[src/rtl/keypad_scan4x4.sv]
// keypad_scan4x4: 4x4 matrix keypad scanner with per-scan priority encoding
// and scan-level debounce. Drives one active-low row at a time, reads the
// active-low columns through a two-flop synchronizer, and reports accepted
// presses as a hex code with a one-cycle valid strobe plus a held flag.
module keypad_scan4x4 #(
    parameter int SCAN_DIV       = 16,  // cclk cycles per row slot (>= 4)
    parameter int DEBOUNCE_SCANS = 4    // identical full scans to accept (1..15)
) (
    input  logic       cclk,
    input  logic       clrn,
    output logic [3:0] row,
    input  logic [3:0] col,
    output logic [3:0] key,
    output logic       key_valid,
    output logic       key_held
);

    localparam int                SLOT_W    = (SCAN_DIV > 1) ? $clog2(SCAN_DIV) : 1;
    localparam logic [SLOT_W-1:0] SLOT_LAST = SLOT_W'(SCAN_DIV - 1);
    localparam logic [3:0]        DEB_N     = 4'(DEBOUNCE_SCANS);

    typedef enum logic [1:0] {
        IDLE,
        PRESS_CHK,
        HELD,
        REL_CHK
    } state_t;

    // Registered state
    logic [3:0]        col_meta_q;
    logic [3:0]        col_s_q;
    logic [SLOT_W-1:0] slot_q,      slot_d;
    logic [1:0]        row_idx_q,   row_idx_d;
    logic [3:0]        row_q,       row_d;
    logic              acc_found_q, acc_found_d;
    logic [3:0]        acc_code_q,  acc_code_d;
    state_t            state_q,     state_d;
    logic [3:0]        cnt_q,       cnt_d;
    logic [3:0]        cand_q,      cand_d;
    logic [3:0]        key_q,       key_d;
    logic              key_valid_q, key_valid_d;
    logic              key_held_q,  key_held_d;

    // Scan-result signals, valid on the cycle row 3 is sampled
    logic [3:0] pressed;
    logic [1:0] col_idx;
    logic       scan_done;
    logic       scan_found;
    logic [3:0] scan_code;

    // Columns are active-low on the board; invert so a pressed key reads 1.
    assign pressed = ~col_s_q;

    // Lowest pressed column in the current row wins.
    always_comb begin
        // NOTE: every signal driven here gets a default first, so no latch is inferred.
        col_idx = 2'd0;
        for (int c = 3; c >= 0; c--) begin
            if (pressed[c]) col_idx = 2'(c);
        end
    end

    // Slot/row sequencing and the per-scan lowest-code accumulator.
    always_comb begin
        slot_d      = slot_q + 1'b1;
        row_idx_d   = row_idx_q;
        acc_found_d = acc_found_q;
        acc_code_d  = acc_code_q;
        scan_done   = 1'b0;
        scan_found  = acc_found_q;
        scan_code   = acc_code_q;
        if (slot_q == SLOT_LAST) begin
            slot_d    = '0;
            row_idx_d = row_idx_q + 2'd1;
            // Rows arrive in ascending order, so the first hit of a scan is the lowest row.
            if (!acc_found_q && (|pressed)) begin
                scan_found = 1'b1;
                scan_code  = {row_idx_q, col_idx};
            end
            if (row_idx_q == 2'd3) begin
                scan_done   = 1'b1;
                acc_found_d = 1'b0;
                acc_code_d  = 4'd0;
            end else begin
                acc_found_d = scan_found;
                acc_code_d  = scan_code;
            end
        end
        row_d = ~(4'b0001 << row_idx_d);
    end

    // Debounce FSM next-state; it only moves on scan-result cycles.
    always_comb begin
        state_d     = state_q;
        cnt_d       = cnt_q;
        cand_d      = cand_q;
        key_d       = key_q;
        key_valid_d = 1'b0;
        if (scan_done) begin
            case (state_q)
                IDLE: begin
                    if (scan_found) begin
                        cand_d = scan_code;
                        cnt_d  = 4'd1;
                        if (DEB_N == 4'd1) begin
                            key_d       = scan_code;
                            key_valid_d = 1'b1;
                            state_d     = HELD;
                        end else begin
                            state_d = PRESS_CHK;
                        end
                    end
                end
                PRESS_CHK: begin
                    if (!scan_found) begin
                        state_d = IDLE;
                    end else if (scan_code == cand_q) begin
                        cnt_d = cnt_q + 4'd1;
                        if (cnt_d == DEB_N) begin
                            key_d       = cand_q;
                            key_valid_d = 1'b1;
                            state_d     = HELD;
                        end
                    end else begin
                        cand_d = scan_code;
                        cnt_d  = 4'd1;
                    end
                end
                HELD: begin
                    // No rollover: any key, even a different one, keeps us here.
                    if (!scan_found) begin
                        cnt_d   = 4'd1;
                        state_d = (DEB_N == 4'd1) ? IDLE : REL_CHK;
                    end
                end
                REL_CHK: begin
                    if (scan_found) begin
                        state_d = HELD;
                    end else begin
                        cnt_d = cnt_q + 4'd1;
                        if (cnt_d == DEB_N) state_d = IDLE;
                    end
                end
                default: state_d = IDLE;
            endcase
        end
        key_held_d = (state_d == HELD) || (state_d == REL_CHK);
    end

    // All registers, including the column synchronizer, with synchronous reset.
    always_ff @(posedge cclk) begin
        // NOTE: sequential state uses non-blocking assignments so every flop sees pre-edge values.
        if (!clrn) begin
            col_meta_q  <= 4'hF;
            col_s_q     <= 4'hF;
            slot_q      <= '0;
            row_idx_q   <= 2'd0;
            row_q       <= 4'b1110;
            acc_found_q <= 1'b0;
            acc_code_q  <= 4'd0;
            state_q     <= IDLE;
            cnt_q       <= 4'd0;
            cand_q      <= 4'd0;
            key_q       <= 4'd0;
            key_valid_q <= 1'b0;
            key_held_q  <= 1'b0;
        end else begin
            col_meta_q  <= col;
            col_s_q     <= col_meta_q;
            slot_q      <= slot_d;
            row_idx_q   <= row_idx_d;
            row_q       <= row_d;
            acc_found_q <= acc_found_d;
            acc_code_q  <= acc_code_d;
            state_q     <= state_d;
            cnt_q       <= cnt_d;
            cand_q      <= cand_d;
            key_q       <= key_d;
            key_valid_q <= key_valid_d;
            key_held_q  <= key_held_d;
        end
    end

    assign row       = row_q;
    assign key       = key_q;
    assign key_valid = key_valid_q;
    assign key_held  = key_held_q;

endmodule
[config.mk]
export PLATFORM = sky130hd
export DESIGN_NAME = keypad_scan4x4
export DESIGN_NICKNAME = d
export VERILOG_FILES = /design/src/rtl/keypad_scan4x4.sv
export SDC_FILE = /design/constraint.sdc
export NUM_CORES = 1
export LEC_CHECK = 0
export ABC_CLOCK_PERIOD_IN_PS = 4100
export CAP_MARGIN = 20
export CELL_PAD_IN_SITES_DETAIL_PLACEMENT = 1
export CELL_PAD_IN_SITES_GLOBAL_PLACEMENT = 1
export CORE_ASPECT_RATIO = 1.4
export CORE_MARGIN = 3
export CORE_UTILIZATION = 46
export CTS_CLUSTER_SIZE = 10
export DETAILED_ROUTE_END_ITERATION = 12
export HOLD_SLACK_MARGIN = 0.02
export PLACE_DENSITY = 0.87
export SYNTH_ARGS = -nofsm -noshare
export SYNTH_HDL_FRONTEND = slang
export SYNTH_SLANG_ARGS = --single-unit
export TNS_END_PERCENT = 30
[constraint.sdc]
create_clock -name cclk -period 4.1 [get_ports cclk]
set_input_delay 0.615 -clock cclk [delete_from_list [all_inputs] [get_ports cclk]]
set_output_delay 0.615 -clock cclk [all_outputs]
set_load 0.005 [all_outputs]
==> results of run 1 <==
-- report_power, final --
part,internal [mW],switching [mW],total [mW]
clock,0.119,0.127,0.246
combinational,0.0117,0.0175,0.0292
sequential,0.385,0.00460,0.389
total,0.516,0.149,0.665
-- how the worst max path moves through the flow --
| stage | depth (start not counted) | endpoint | startpoint | slack (ns) |
|---|---|---|---|---|
| finish | 7 | cnt_q[2] | slot_q[0] | 1.77 |
| CTS | 6 | key_held | slot_q[0] | 1.75 |
| global route | 6 | key[0] | slot_q[0] | 1.51 |
| global placement | 5 | cand_q[2] | clrn | 1.84 |
| detailed placement | 5 | cand_q[2] | clrn | 1.77 |
| floorplan | 7 | cnt_q[0] | slot_q[0] | 2.14 |
-- metrics by stage --
stage / cell area, um2 / cells / hold WS [ns] / setup slack [ns] / util (%)
final: 2010 / 250 / 0.415 / 1.77 / 57.4
after global placement: 1930 / 242 / 0.390 / 1.84 / 55.1
after detailed placement: 1930 / 242 / 0.401 / 1.77 / 55.1
after global routing: 2010 / 250 / 0.426 / 1.51 / 57.4
after CTS: 2010 / 250 / 0.417 / 1.75 / 57.4
after floorplan: 1740 / 190 / 0.386 / 2.14 / -
-- critical path: stages (launching register included) --
cell,delay [ns]
dfxtp_1,0.38
ha_1,0.28
nand3_2,0.13
nor3_2,0.39
a31oi_1,0.25
a211oi_4,0.43
o21ai_2,0.12
a211oi_1,0.26
-- registers in the layout, summed over array words and instances (netlist names) --
name and flops:
acc_code_q 4, row 4, col_meta_q 4, cand_q 4
key_valid 1, row_idx_q 2, state_q 2, cnt_q 4
key_held 1, key 4, acc_found_q 1, col_s_q 4
slot_q 4
-- cell families after synthesis --
kind of cell	synth area share [%]
xor+xnor	4.03
mux	1.73
buf+inv	2.23
simple gates	23.4
compound gates	20.9
fa+ha+maj	2.88
flops	44.9
-- synthesized netlist by cell type, drive strengths merged (2+ instances only) --
library cell | n | share of area, %
mux2i | 3 | 1.7
clkbuf | 2 | 0.43
and3 | 4 | 1.4
ha | 4 | 2.9
nor2 | 17 | 3.7
a21oi | 18 | 5.6
a211oi | 7 | 3.7
nor2b | 3 | 1.1
a31oi | 2 | 0.72
xnor2 | 4 | 2.0
or3 | 3 | 1.1
o21ai | 10 | 3.1
nor3 | 6 | 2.0
a21o | 3 | 1.3
xor2 | 4 | 2.0
dfxtp | 39 | 45
buf | 2 | 0.50
nand3 | 3 | 1.2
nand4 | 6 | 2.2
nand2 | 15 | 3.2
nand2b | 11 | 4.0
nand4b | 2 | 1.0
inv | 6 | 1.3
o2111ai | 2 | 1.4
-- cell type report --
| class | count | area share (%) |
|---|---|---|
| Sequential cell | 39 | 38.8 |
| Timing Repair Buffer | 16 | 7.84 |
| Tap cell | 40 | 2.49 |
| Clock buffer | 7 | 3.79 |
| Clock inverter | 1 | 0.249 |
| Inverter | 6 | 1.12 |
| Multi-Input combinational cell | 141 | 45.7 |
-- metal layers --
metal	vias to the layer above	share of wire, %	track usage (%)
li1	723	-	-
met1	747	40	21.9
met2	27	55	38.5
met3	14	2.9	5.85
met4	0	2.8	10.4
met5	-	0	0
==> qor.yml, run 1 <==
syn_area_mm2: 0.00174
ys_types: 46
p_per_area_mw_per_mm2: 330
num-fill-cells: 434
peakVddDrop_uv: 305
dp_hpwl_um: 3280
area_growth_pct: 15.7
fin_crit_sh_pct: 56.9
drt_wl_total_um: 4360
synth-edff-count: 0
clk_pin_slew_ns: 0.07
rows: 25
ys.flop_type: "dfxtp_1"
worstSkewPairLatency_ns: 0.29
wl_per_cell_um: 17.4
finalSetupViolations: 0
cts.path.max_buffers: 2
arrival_ns: 2.53
core_mm2: 0.00350
cts_tree: "yes"
tightest_slew_ns: 0.682
hold_path_class: "flop to flop"
crit-reg2reg-launch: "slot_q[0]"
slew_violations: 0
hold_end: "col_s_q[3]"
finalSetupTns_ns: 0
clockRootBuffer: "clkbuf_8"
netlist_instances: 190
r2r_setup_slack_ns: 1.77
rsz0062_at_grt: "false"
dr.pass1.iters: 4
postCtsHoldBufs: 0
die-height_um: 78.8
cts-htree-levels: 2
overflow: 0
end_kind: "flop"
post_cts_buffers: 0
outcome: "complete, no violations"
hold_viol: 0
layout_common_cells: "39 x dfxtp_1, 17 x nor2_1, 16 x a21oi_1"
worstSetupPathType: "flop to flop"
layout_commonest_cell: "dfxtp_1"
clock_sinks: 39
async_flop_share_pct: 0
grt_pass1_wl_um: 7430
max_freq_mhz: 428
vias_per_cell: 6.04
crit_path_max_fanout: 8
start_util_pct: 49.6
ys_seq_area_share_pct: 44.9
fin_worst_skew_ns: 0.00629
drt_iter0_markers: 45
grt.total_usage_pct: 21.3
min_period_ns: 2.33
ys_seq_elements: 39
n_antenna_cell: 0
grt_start_max_net_pins: 23
whs_path_depth: 1
postRouteAntennaNets: 0
start_kind: "flop"
io_pins: 16
multi_input_area_um2: 920
grt_pass1_vias: 1588
finalNetCount: 219
reg2reg_depth: 7
max_slew_margin_pct: 54.5
hp-start: "col_meta_q[3]"
port_buffers: 15
seq_area_um2: 781
design_power_total_mw: 0.665
dieArea_mm2: 0.00457
synthesis.nets: 200
drive_gt1_share_pct: 8.10
ctsResizeCount: 0
leakage_nw: 0.730
place_congestion: 0.806
vias: 1511
avgSynthCellArea_um2: 9.15
antenna_found_initial: 0
cap_violations: 0
route.detailed.drc: 0
yosys_warnings: 0
cts_buffers: 5
required_ns: 4.30
die_w_um: 58.0
r2r-end: "cnt_q[2]"
Note: power is estimated with default switching activity, not from simulation.
==> run 2, diff against run 1 <==
ABC_CLOCK_PERIOD_IN_PS = 2100   (was 4100)
CORE_UTILIZATION = 39   (was 46)
PLACE_DENSITY = 0.79   (was 0.87)
clock period = 2.1 ns   (was 4.1 ns; I/O delays follow)
==> qor.yml, run 2 (synthesis results as in run 1) <==
worstPathCellList: "ha_4, and4b_2, o2111ai_4, a21bo_2, a211oi_4, buf_4, o21ai_4, o21ba_1"
max_slew_margin_pct: 77.4  # +23 points
hold_viol: 0  # unchanged
reg2reg_depth: 8  # +1
worstSetupPathType: "flop to flop"
hold_path_class: "flop to flop"
fin_crit_sh_pct: 96.4  # +39 points
clk_pin_slew_ns: 0.07  # about the same
finalSetupTns_ns: 0  # unchanged
cts-htree-levels: 2  # unchanged
vias: 1562  # +3.4%
max_freq_mhz: 494  # +15%
fin_ws_ns: 0.0754  # -1.69 ns
dieArea_mm2: 0.00531  # +16%
slew_violations: 0  # unchanged
postRouteAntennaNets: 0  # unchanged
crit-reg2reg-launch: "slot_q[0]"
leakage_nw: 0.811  # +11%
required_ns: 2.29  # -2.01 ns
p_int_mw: 1.02  # +97%
crit_path_start: "slot_q[0]"
end_kind: "flop"
min_period_ns: 2.02  # -0.309 ns
rsz0062_at_grt: "true"
peakVddDrop_uv: 465  # +53%
slowest_delay_ns: 0.38  # -0.05 ns
place_congestion: 0.828  # +2.8%
finalNetCount: 234  # +6.8%
finalSetupViolations: 0  # unchanged
r2r_setup_slack_ns: 0.08  # -1.69 ns
r2r-end: "cnt_q[0]"
cts_tree: "yes"
die-height_um: 85.0  # +7.9%
port_buffers: 15  # unchanged
p_seq_share_pct: 57.4  # -1.2 points
arrival_ns: 2.21  # -0.32 ns
cts.path.max_buffers: 2  # unchanged
dp_hpwl_um: 3480  # +6.0%
crit_family: "compound AO/OA/AOI/OAI gates"
layout_common_cells: "36 x dfxtp_1, 17 x nor2_1"
worst-path-buf-inv: 1  # +1
hold_end: "col_s_q[3]"
dr.pass1.iters: 4  # unchanged
whs_path_depth: 1  # unchanged
overflow: 0  # unchanged
start_util_pct: 40.7  # -9.0 points
tightest_slew_ns: 0.330  # -0.352 ns
hp-start: "col_meta_q[3]"
vias_per_cell: 5.48  # -9.3%
rows: 28  # +12%
area_growth_pct: 29.2
drive_gt1_share_pct: 20.0  # +12 points
place_ws_ns: -0.0718  # -1.84 ns
grt_start_max_net_pins: 17  # -26%
timing.hold.ws_ns: 0.410  # -0.00515 ns
grt.total_usage_pct: 19.6  # -1.7 points
p_sw_share_pct: 23.3  # +0.92 points
clock_sinks: 39  # unchanged
layout_commonest_cell: "dfxtp_1"
antenna_found_initial: 0  # unchanged
drt_iter0_markers: 84  # +87%
p_per_area_mw_per_mm2: 591  # +79%
wl_per_cell_um: 16.7  # -4.2%
route.detailed.drc: 0  # unchanged
drt_wl_total_um: 4760  # +9.2%
pwr-share-clk_pct: 36.8  # -0.2 points
die_w_um: 62.4  # +7.7%
grt_pass1_wl_um: 8120  # +9.3%
n_antenna_cell: 0  # unchanged
switching_power_mw: 0.310  # +110%
clockRootBuffer: "clkbuf_8"
critPathSlowestCell: "dfxtp_4"
cap_violations: 0  # unchanged
worstSkewPairLatency_ns: 0.29  # about the same
cts_buffers: 5  # unchanged
core_mm2: 0.00427  # +22%
grt_pass1_vias: 1656  # +4.3%
fin_worst_skew_ns: 0.00497  # -0.00131 ns
crit_path_max_fanout: 5  # -3
io_pins: 16  # unchanged
outcome: "complete, no violations"
start_kind: "flop"
pwr-share-comb_pct: 5.8  # +1.4 points
-- run 2: area by class of cell --
| class | count | area [um2] |
|---|---|---|
| timing repair buffer | 31 | 274 |
| tap | 60 | 75.1 |
| clock inverter | 2 | 12.5 |
| fill | 506 | 2030 |
| clock buffer | 6 | 72.6 |
| multi-input combinational | 141 | 1000 |
| inverter | 6 | 22.5 |
| sequential | 39 | 790 |
-- run 2: power groups by stage --
| stage | Sequential (mW) | Clock [mW] | Combinational (mW) |
|---|---|---|---|
| after global routing | 0.763 | 0.538 | 0.0855 |
| final | 0.762 | 0.489 | 0.0770 |
| after detailed placement | 0.777 | 0 | 0.0614 |
| after global placement | 0.776 | 0 | 0.0599 |
| after floorplan | 0.775 | 0 | 0.0346 |
| after CTS | 0.762 | 0.507 | 0.0652 |
-- run 2: worst reg2reg max path: cells and delay by family, from the launching register on --
kind / cells / cell delay [ns]
AO/OA/AOI/OAI: 5 / 0.92
flip-flops: 1 / 0.38
AND/OR/NAND/NOR: 1 / 0.31
buffers and inverters: 1 / 0.17
adder cells (fa/ha/maj): 1 / 0.16
-- run 2: worst max-delay path by stage --
stage | end | cells after the start | slack [ns]
detailed placement | cnt_q[2] | 8 | -0.07
floorplan | cnt_q[0] | 7 | 0.14
global placement | state_q[0] | 7 | 0.1
global route | cand_q[3] | 9 | -0.01
CTS | cnt_q[2] | 8 | 0.02
finish | cnt_q[0] | 8 | 0.08
-- run 2: what timing repair did --
action	in CTS	in global routing
resized for setup	4	16
hold buffers	0	0
pin swaps	0	6
setup endpoints to repair	13	12
buffers inserted	0	4
-- run 2: per-layer routing --
metal | vias up | track usage, % | routed length [um]
li1 | 749 | - | -
met1 | 782 | 21.1 | 1920
met2 | 19 | 37.9 | 2620
met3 | 12 | 3.05 | 94
met4 | 0 | 7.03 | 128
met5 | - | 0 | 0
-- run 2: metrics by stage --
step	utilization [%]	instance area (um2)	instances	total power, mW
finish	52.6	2250	285	1.33
global route	52.6	2250	285	1.39
CTS	50.0	2140	281	1.33
detailed placement	47.7	2040	273	0.839
global placement	47.7	2040	273	0.836
floorplan	-	1740	190	0.809
